[config.mk]
export PLATFORM = sky130hd
export DESIGN_NAME = lbdr_dr_route_unit
export DESIGN_NICKNAME = d
export VERILOG_FILES = /design/src/rtl/lbdr_pkg.sv /design/src/rtl/lbdr_route_calc.sv /design/src/rtl/lbdr_dr_route_unit.sv
export SDC_FILE = /design/constraint.sdc
export NUM_CORES = 1
export LEC_CHECK = 0
export CAP_MARGIN = 5
export CORE_ASPECT_RATIO = 1.4
export CORE_MARGIN = 4
export CORE_UTILIZATION = 46
export CTS_BUF_LIST = sky130_fd_sc_hd__clkbuf_4
export DETAILED_ROUTE_END_ITERATION = 8
export HOLD_SLACK_MARGIN = 0.08
export PLACE_DENSITY = 0.78
export SKIP_CTS_REPAIR_TIMING = 1
export SYNTH_ARGS = -nofsm -noshare
export SYNTH_HDL_FRONTEND = slang
export SYNTH_HIERARCHICAL = 1
export SYNTH_SLANG_ARGS = --single-unit
[constraint.sdc]
create_clock -name clk -period 3.7 [get_ports clk]
set_input_delay 0.555 -clock clk [delete_from_list [all_inputs] [get_ports clk]]
set_output_delay 0.555 -clock clk [all_outputs]
set_load 0.01 [all_outputs]
[src/rtl/lbdr_pkg.sv]
// Shared flit codes, port/state encodings and index helpers for the LBDR route unit.
package lbdr_pkg;

   localparam logic [2:0] FLIT_HEADER      = 3'b001;
   localparam logic [2:0] FLIT_BODY        = 3'b010;
   localparam logic [2:0] FLIT_TAIL        = 3'b100;
   localparam logic [2:0] FLIT_HEADER_TAIL = 3'b101;

   typedef enum logic [1:0] {
      PORT_N = 2'd0,
      PORT_E = 2'd1,
      PORT_W = 2'd2,
      PORT_S = 2'd3
   } port_e;

   typedef enum logic [1:0] {
      ST_IDLE   = 2'd0,
      ST_ROUTED = 2'd1,
      ST_DROP   = 2'd2
   } state_e;

   // Bit positions inside the {L,S,W,E,N} request/grant vectors.
   localparam int IDX_N = 0;
   localparam int IDX_E = 1;
   localparam int IDX_W = 2;
   localparam int IDX_S = 3;
   localparam int IDX_L = 4;

   function automatic logic is_header(input logic [2:0] id);
      return (id == FLIT_HEADER) || (id == FLIT_HEADER_TAIL);
   endfunction

   function automatic logic [4:0] port_onehot(input port_e p, input logic loc);
      logic [4:0] oh;
      oh = '0;
      if (loc) oh[IDX_L] = 1'b1;
      else     oh[p]     = 1'b1;
      return oh;
   endfunction

endpackage

[src/rtl/lbdr_route_calc.sv]
// Combinational LBDR output-port selection: minimal route with fixed priority,
// falling back to a per-direction deroute code when the minimal set is empty.
module lbdr_route_calc
   import lbdr_pkg::*;
#(
   parameter int X_BITS     = 2,
   parameter int Y_BITS     = 2,
   parameter int DEROUTE_EN = 1
) (
   input  logic [X_BITS+Y_BITS-1:0] cur_addr_i,
   input  logic [X_BITS+Y_BITS-1:0] dst_addr_i,
   input  logic [7:0]               rxy_i,
   input  logic [3:0]               cx_i,
   input  logic [7:0]               dr_i,
   output port_e                    port_o,
   output logic                     is_local_o,
   output logic                     drop_o
);

   logic [X_BITS-1:0] x_cur, x_dst;
   logic [Y_BITS-1:0] y_cur, y_dst;
   logic              n1, e1, w1, s1;
   logic              rne, rnw, ren, res, rwn, rws, rse, rsw;
   logic [3:0]        cand;
   port_e             pri;
   logic [1:0]        alt_raw;
   port_e             alt;

   assign x_cur = cur_addr_i[X_BITS-1:0];
   assign y_cur = cur_addr_i[X_BITS +: Y_BITS];
   assign x_dst = dst_addr_i[X_BITS-1:0];
   assign y_dst = dst_addr_i[X_BITS +: Y_BITS];

   assign n1 = y_dst < y_cur;
   assign s1 = y_cur < y_dst;
   assign e1 = x_cur < x_dst;
   assign w1 = x_dst < x_cur;

   assign {rsw, rse, rws, rwn, res, ren, rnw, rne} = rxy_i;

   assign cand[IDX_N] = ((n1 & ~e1 & ~w1) | (n1 & e1 & rne) | (n1 & w1 & rnw)) & cx_i[IDX_N];
   assign cand[IDX_E] = ((e1 & ~n1 & ~s1) | (e1 & n1 & ren) | (e1 & s1 & res)) & cx_i[IDX_E];
   assign cand[IDX_W] = ((w1 & ~n1 & ~s1) | (w1 & n1 & rwn) | (w1 & s1 & rws)) & cx_i[IDX_W];
   assign cand[IDX_S] = ((s1 & ~e1 & ~w1) | (s1 & e1 & rse) | (s1 & w1 & rsw)) & cx_i[IDX_S];

   always_comb begin
      pri = PORT_S;
      if      (n1) pri = PORT_N;
      else if (e1) pri = PORT_E;
      else if (w1) pri = PORT_W;
   end

   always_comb begin
      case (pri)
         PORT_N:  alt_raw = dr_i[1:0];
         PORT_E:  alt_raw = dr_i[3:2];
         PORT_W:  alt_raw = dr_i[5:4];
         default: alt_raw = dr_i[7:6];
      endcase
   end

   assign alt = port_e'(alt_raw);

   always_comb begin
      port_o     = PORT_N;
      is_local_o = 1'b0;
      drop_o     = 1'b0;
      if (!(n1 | e1 | w1 | s1)) begin
         is_local_o = 1'b1;
      end else if (cand[IDX_N]) begin
         port_o = PORT_N;
      end else if (cand[IDX_E]) begin
         port_o = PORT_E;
      end else if (cand[IDX_W]) begin
         port_o = PORT_W;
      end else if (cand[IDX_S]) begin
         port_o = PORT_S;
      end else if ((DEROUTE_EN != 0) && cx_i[alt] && (alt != pri)) begin
         // Deroute only onto a connected port that differs from the blocked one.
         port_o = alt;
      end else begin
         drop_o = 1'b1;
      end
   end

endmodule

[src/rtl/lbdr_dr_route_unit.sv]
// Per-input-port LBDR route unit: routes a packet on its header, holds a one-hot
// request until the tail is popped on grant, and drains unroutable packets.
//
//   state     | meaning
//   ST_IDLE   | waiting for a header at the FIFO head; non-headers are popped as errors
//   ST_ROUTED | req held; flits popped on matching grant until tail
//   ST_DROP   | unroutable packet being drained until tail
module lbdr_dr_route_unit
   import lbdr_pkg::*;
#(
   parameter int X_BITS     = 2,
   parameter int Y_BITS     = 2,
   parameter int DEROUTE_EN = 1
) (
   input  logic                     clk,
   input  logic                     rst,
   input  logic [7:0]               Rxy_rst,
   input  logic [3:0]               Cx_rst,
   input  logic [7:0]               dr_rst,
   input  logic [X_BITS+Y_BITS-1:0] cur_addr_rst,
   input  logic                     empty,
   input  logic [2:0]               flit_id,
   input  logic [X_BITS+Y_BITS-1:0] dst_addr,
   input  logic [4:0]               grant,
   output logic [4:0]               req,
   output logic                     rd_en,
   output logic                     route_err
);

   logic [7:0]               rxy_q;
   logic [3:0]               cx_q;
   logic [7:0]               dr_q;
   logic [X_BITS+Y_BITS-1:0] cur_q;

   state_e     state_q, state_d;
   logic [4:0] req_q, req_d;
   logic       err_q, err_d;
   logic       hdr_popped_q, hdr_popped_d;
   logic       pop;

   port_e      calc_port;
   logic       calc_local;
   logic       calc_drop;

   always_ff @(posedge clk) begin
      if (rst) begin
         rxy_q <= Rxy_rst;
         cx_q  <= Cx_rst;
         dr_q  <= dr_rst;
         cur_q <= cur_addr_rst;
      end
   end

   lbdr_route_calc #(
      .X_BITS     (X_BITS),
      .Y_BITS     (Y_BITS),
      .DEROUTE_EN (DEROUTE_EN)
   ) u_calc (
      .cur_addr_i (cur_q),
      .dst_addr_i (dst_addr),
      .rxy_i      (rxy_q),
      .cx_i       (cx_q),
      .dr_i       (dr_q),
      .port_o     (calc_port),
      .is_local_o (calc_local),
      .drop_o     (calc_drop)
   );

   always_ff @(posedge clk) begin
      if (rst) begin
         state_q      <= ST_IDLE;
         req_q        <= '0;
         err_q        <= 1'b0;
         hdr_popped_q <= 1'b0;
      end else begin
         state_q      <= state_d;
         req_q        <= req_d;
         err_q        <= err_d;
         hdr_popped_q <= hdr_popped_d;
      end
   end

   always_comb begin
      state_d      = state_q;
      req_d        = req_q;
      err_d        = 1'b0;
      hdr_popped_d = hdr_popped_q;
      pop          = 1'b0;
      case (state_q)
         ST_IDLE: begin
            if (!empty) begin
               if (is_header(flit_id)) begin
                  if (calc_drop) begin
                     pop   = 1'b1;
                     err_d = 1'b1;
                     if (flit_id == FLIT_HEADER) state_d = ST_DROP;
                  end else begin
                     req_d        = port_onehot(calc_port, calc_local);
                     hdr_popped_d = 1'b0;
                     state_d      = ST_ROUTED;
                  end
               end else begin
                  pop   = 1'b1;
                  err_d = 1'b1;
               end
            end
         end
         ST_ROUTED: begin
            if (!empty) begin
               // A header after our own header left means the tail went missing:
               // leave it in the FIFO so IDLE routes it as a fresh packet.
               if (hdr_popped_q && is_header(flit_id)) begin
                  err_d   = 1'b1;
                  req_d   = '0;
                  state_d = ST_IDLE;
               end else if (|(grant & req_q)) begin
                  pop          = 1'b1;
                  hdr_popped_d = 1'b1;
                  if ((flit_id == FLIT_TAIL) || (flit_id == FLIT_HEADER_TAIL)) begin
                     req_d   = '0;
                     state_d = ST_IDLE;
                  end
               end
            end
         end
         ST_DROP: begin
            if (!empty) begin
               pop = 1'b1;
               if (flit_id == FLIT_TAIL) state_d = ST_IDLE;
            end
         end
         default: begin
            state_d = ST_IDLE;
            req_d   = '0;
         end
      endcase
   end

   assign rd_en     = pop & ~rst;
   assign req       = req_q;
   assign route_err = err_q;

endmodule

# ---- Word-level counts from Yosys, hierarchy flattened
# Cells that the tools add are included.
dict set report totals {
  in_bits 39
  ff_bits 33
  output_inout_bits 7
}
dict set report classes {
  n_eq_ne 19
  mux 59
  bitwise_logic 43
  order_cmp 7
  reduce_logical 12
}
# operator count
set ops {}
lappend ops {{$mux W2} 18}
lappend ops {{$mux W5} 7}
lappend ops {{$and A1 B1 Y1} 25}
lappend ops {{$mux W1} 25}
lappend ops {{$ne A2 B2 Y1 const B} 8}
lappend ops {{$pmux W5 S3} 1}
lappend ops {{$reduce_and A7 Y1} 2}
lappend ops {{$pmux W2 S3} 2}
lappend ops {{$or A1 B1 Y1} 11}
lappend ops {{$ne A3 B3 Y1 const B} 3}
lappend ops {{$lt A2 B2 Y1} 4}
lappend ops {{$reduce_and A8 Y1} 1}
lappend ops {{$eq A3 B3 Y1 const B} 2}
lappend ops {{$not A1 Y1} 6}
lappend ops {{$and A5 B5 Y5} 1}
lappend ops {{$reduce_or A5 Y1} 1}
lappend ops {{$eq A2 B1 Y1 const B} 2}
lappend ops {{$eq A2 B2 Y1 const B} 2}
lappend ops {{$logic_not A2 Y1} 2}
lappend ops {{$lt A2 B4 Y1 const B} 1}
lappend ops {{$mux W4} 1}
lappend ops {{$pmux W1 S2} 2}
lappend ops {{$eq A3 B1 Y1 const B} 1}
lappend ops {{$logic_and A1 B1 Y1} 3}
lappend ops {{other kinds (8)} 9}

# ---- Longest topological paths before layout
dict set report logic_depth {
  ltp_word 24
  mapped_depth 12
  mapped_depth_nobuf 12
}

# ---- Cells and area by module
# Netlist, hierarchy kept.
# mod instances area_each_um2 seq_area_each_um2 cells_per_inst
set modules_own_cells {}
lappend modules_own_cells {lbdr_dr_route_unit 1 1292.5 900.9 83}
lappend modules_own_cells {lbdr_route_calc 1 499.2 0.0 69}

# ---- Worst setup path before layout
# No wires, ideal clock.
dict set report synth_path {
  path_type {input port to output port}
  from {input dst_addr[3]}
  to {output rd_en}
  setup_slack_ps 332
  t_arrival_ps 2813
  stages 12
  n_path_buf 0
  path_cell_list {inv_1 > ha_1 > nor2b_4 > o21a_4 > o31ai_2 > mux2i_1 > a32oi_1 > a21oi_1 > nor2_1 > a21oi_1 > a21oi_1 > nor3_1}
}
dict set report synth_via {
  elab_chain_cells 18
}
# element line
set synth_lines {}
lappend synth_lines {{from (decl)} lbdr_dr_route_unit.sv:23} ;# input logic [X_BITS+Y_BITS-1:0] dst_addr,
lappend synth_lines {{$lt A2 B2 Y1} lbdr_route_calc.sv:34} ;# assign n1 = y_dst < y_cur;
lappend synth_lines {{$mux W2} lbdr_route_calc.sv:48} ;# if (n1) pri = PORT_N;
lappend synth_lines {{$eq A2 B2 Y1, or another cell as far along} lbdr_route_calc.sv:54} ;# case (pri)
lappend synth_lines {{$pmux W2 S3} lbdr_route_calc.sv:54}
lappend synth_lines {{$bmux W1 S2} lbdr_route_calc.sv:78} ;# end else if ((DEROUTE_EN != 0) && cx_i[alt] && (alt != pri)) begin
lappend synth_lines {{$mux W1 (implied by the code)} lbdr_route_calc.sv:78}
lappend synth_lines {{$logic_and A1 B1 Y1} lbdr_route_calc.sv:78}
lappend synth_lines {{$mux W1} lbdr_route_calc.sv:78}
lappend synth_lines {{[... 3 more ...]} -}
lappend synth_lines {{$mux W1} lbdr_route_calc.sv:70} ;# end else if (cand[IDX_N]) begin
lappend synth_lines {{$mux W1 *} lbdr_route_calc.sv:68} ;# if (!(n1 | e1 | w1 | s1)) begin
lappend synth_lines {{named net calc_drop} lbdr_dr_route_unit.sv:43} ;# logic calc_drop;
lappend synth_lines {{$mux W1 *} lbdr_dr_route_unit.sv:93} ;# if (calc_drop) begin
lappend synth_lines {{$mux W1 *} lbdr_dr_route_unit.sv:92} ;# if (is_header(flit_id)) begin
lappend synth_lines {{$mux W1 *} lbdr_dr_route_unit.sv:91} ;# if (!empty) begin
lappend synth_lines {{$pmux W1 S3 *} lbdr_dr_route_unit.sv:89} ;# case (state_q)
lappend synth_lines {{$and A1 B1 Y1 *} lbdr_dr_route_unit.sv:139} ;# assign rd_en = pop & ~rst;
lappend synth_lines {{to (decl)} lbdr_dr_route_unit.sv:26} ;# output logic rd_en,
# The timed path passes the listed nets; every way through them passes the cells marked *. The select of a mux whose other input is x is not followed.

# ---- Worst setup path after layout
dict set report layout_path {
  from {input dst_addr[2]}
  to {output rd_en}
}
# The elaborated chain is that of the path after synthesis.

==> impl_metrics.py <==
metrics = {
    "floorplanning": {
        "core-area_mm2": 0.00371,
        "die_w_um": 60.7,
        "chipHeight_um": 81.8,
        "fp-row-count": 26,
        "start_util_pct": 48.3,
        "die-area_mm2": 0.00497,
        "ios": 46,
    },
    "timing": {
        "hold_viol": 0,
        "timing.hold.ws_ps": 487,
        "rsz0062_at_grt": "false",
        "tightest_slew_ps": 425,
        "fmax_mhz": 288,
        "fin_crit_ps": 3480,
        "setup-violations-final": 0,
        "fin_crit_sh_pct": 94.0,
        "relSlewSlack_pct": 71.7,
        "slew_viol_final": 0,
        "worst_clock_skew_ps": 11.7,
    },
    "synth": {
        "yosys.area.top_type_share_pct": 40.2,
        "synthTopCellsByArea": "edfxtp_1 (40%), dfxtp_1 (10%), mux2i_1 (3.9%), ha_1 (2.8%), nand2_1 (2.3%)",
        "synthArstFlopShare_pct": 0,
        "synth_area_per_cell_um2": 11.8,
        "yosysSeqAreaShare_pct": 50.3,
        "yosysMostFrequentCell": "edfxtp_1",
        "ys.flop_type": "edfxtp_1",
        "ys_ff_latch": 33,
        "ys_warn_count": 6,
        "synth_cell_type_count": 54,
        "synth_edf_count": 24,
        "synth_cells": 152,
        "synthTopCellsByCount": "edfxtp_1 (24), nand2_1 (11), dfxtp_1 (9), inv_1 (9)",
        "syn_area_mm2": 0.00179,
        "syn_nets": 195,
        "synth_top_area_cell": "edfxtp_1",
    },
    "clocking": {
        "cts_tree": "built",
        "clock_sinks": 33,
        "cts_buffers": 5,
        "clockBufferDepth": 2,
        "root_buffer": "clkbuf_4",
        "clock_latency_ps": 340,
        "clk_pin_slew_worst_paths_ps": 110,
        "h-tree-depth": 2,
    },
    "critical_path": {
        "path_cells": "clkdlybuf4s50_1, ha_1, nor2b_4, buf_6, o211ai_1, o31a_1, xnor2_2, a2bb2oi_2, a21oi_2, nor2_1, a21oi_2, a21oi_2, nor3_2, buf_2",
        "start_kind": "primary input",
        "required_ps": 3140,
        "max_stage_delay_ps": 460,
        "path_buf_inv": 3,
        "crit_top_cell": "a21oi_2",
        "critical_path.max_fanout": 4,
        "critPathKind": "primary input to output port",
        "arrival_ps": 2920,
        "cp_slowest_cell": "clkdlybuf4s50_1",
        "critical_path.endpoint_type": "output port",
        "path_delay_family": "compound AO/OA/AOI/OAI gates",
    },
    "power_and_ir_drop": {
        "power.density_mw_per_mm2": 408,
        "power.leakage_nw": 1.00,
        "power.total_mw": 1.09,
        "peakVddDrop_mv": 0.262,
    },
    "worst_hold_path": {
        "min_path_type": "flip-flop to flip-flop",
    },
    "cells_and_area": {
        "area_delta_synth_final_pct": 48.5,
        "layout.nets": 268,
        "layout.cells.non_filler": 268,
        "utilization_pct": 71.8,
        "diodes": 0,
        "layout-drive-gt1-share_pct": 30.1,
    },
    "route": {
        "ant_nets": 0,
        "wl_per_cell_um": 16.9,
        "drc": 0,
        "drt-pass1-iter-count": 4,
        "via_per_inst": 5.72,
        "num_vias": 1534,
        "initialDrtViolationCount": 74,
        "drt-total-wl_mm": 4.54,
    },
    "global_routing": {
        "grt_pass1_vias": 1733,
        "antenna_found_initial": 0,
        "grt_max_degree": 30,
        "grt_first_pass_wirelength_mm": 7.22,
        "grt_usage_pct": 19.3,
        "overflow": 0,
    },
    "place": {
        "hpwlAfterDp_mm": 3.37,
        "gp_congestion": 0.843,
        "io_buffers": 45,
        "dpl.cell_count": 257,
    },
    "outcome": {
        "status": "completed",
    },
    "run": {
        "drv_cap": 0,
    },
}
-- layout by cell type, fill, tap and decap left out, types with 3 or more instances in the layout --
cell type,count
clkdlybuf4s50_1,41
edfxtp_1,24
buf_4,20
nand2_1,10
dfxtp_1,9
inv_1,7
mux2i_1,7
nor2_1,6
clkbuf_4,6
nor3_2,5
nand3_1,4
a21oi_2,3
or3_1,3
nand2b_1,3
a22o_1,3
nand3b_1,3
dlymetal6s2s_1,3
ha_4,3
-- stage by stage --
| stage | cell area [µm²] | setup WS [ps] | setup TNS [ps] |
|---|---|---|---|
| detailed placement | 2430 | -438 | -438 |
| CTS | 2480 | -462 | -462 |
| global route | 2660 | 80.2 | 0 |
| finish | 2660 | 223 | 0 |
| global placement | 2430 | -389 | -389 |
| floorplan | 1790 | 332 | 0 |
-- cell type report --
cell class,instances,area [µm²]
clock buffers,6,45.0
clock inverters,2,10.0
fillers,274,1050
inverters,10,37.5
multi-input cells,109,1000
flip-flops and latches,33,901
well taps,42,52.6
repair buffers,66,614
-- metal layers --
layer | track usage (%) | wire, µm | vias to the layer above
met1 | 19.3 | 1710 | 723
met3 | 5.82 | 269 | 11
met2 | 35.4 | 2460 | 63
met4 | 8.46 | 104 | 0
met5 | 0 | 0 | -
li1 | - | - | 737
-- worst reg2reg max path, delay by kind of cell, from the launching register on --
family,cells,cell delay [ps]
buffers and inverters,2,270
adder cells (fa/ha/maj),1,260
AO/OA/AOI/OAI,6,1200
flip-flops,1,430
multiplexers,1,250
AND/OR/NAND/NOR,2,260
XOR/XNOR,1,160
-- flip-flops by register name, indices dropped and copies added, names as in the netlist --
| register | cells |
|---|---|
| hdr_popped_q | 1 |
| req | 5 |
| state_q | 2 |
| cur_q | 4 |
| cx_q | 4 |
| dr_q | 8 |
| rxy_q | 8 |
| route_err | 1 |
-- path summary, 6_finish.rpt --
check	start	end	slack, ps	depth (start not counted)
max	dst_addr[2]	rd_en	220	14
min	req[3]	req[3]	490	2
max reg2reg	cur_q[3]	req[4]	800	13
min reg2reg	req[3]	req[3]	490	2
-- power by group --
group / switching [mW] / total [mW] / internal (mW)
clock network: 0.124 / 0.204 / 0.0796
logic: 0.201 / 0.432 / 0.231
registers: 0.0216 / 0.450 / 0.428
-- cell families (layout without fill, tap and decap cells) --
group / after synthesis / after routing / share of synthesized area [%]
buffers and inverters: 10 / 84 / 2.09
adder cells (fa/ha/maj): 4 / 4 / 2.79
AND/OR/NAND/NOR: 56 / 56 / 18.9
flip-flops: 33 / 33 / 50.3
AO/OA/AOI/OAI: 41 / 41 / 21.5
XOR/XNOR: 1 / 1 / 0.489
multiplexers: 7 / 7 / 3.91
Power figures use the tool's default switching activity.
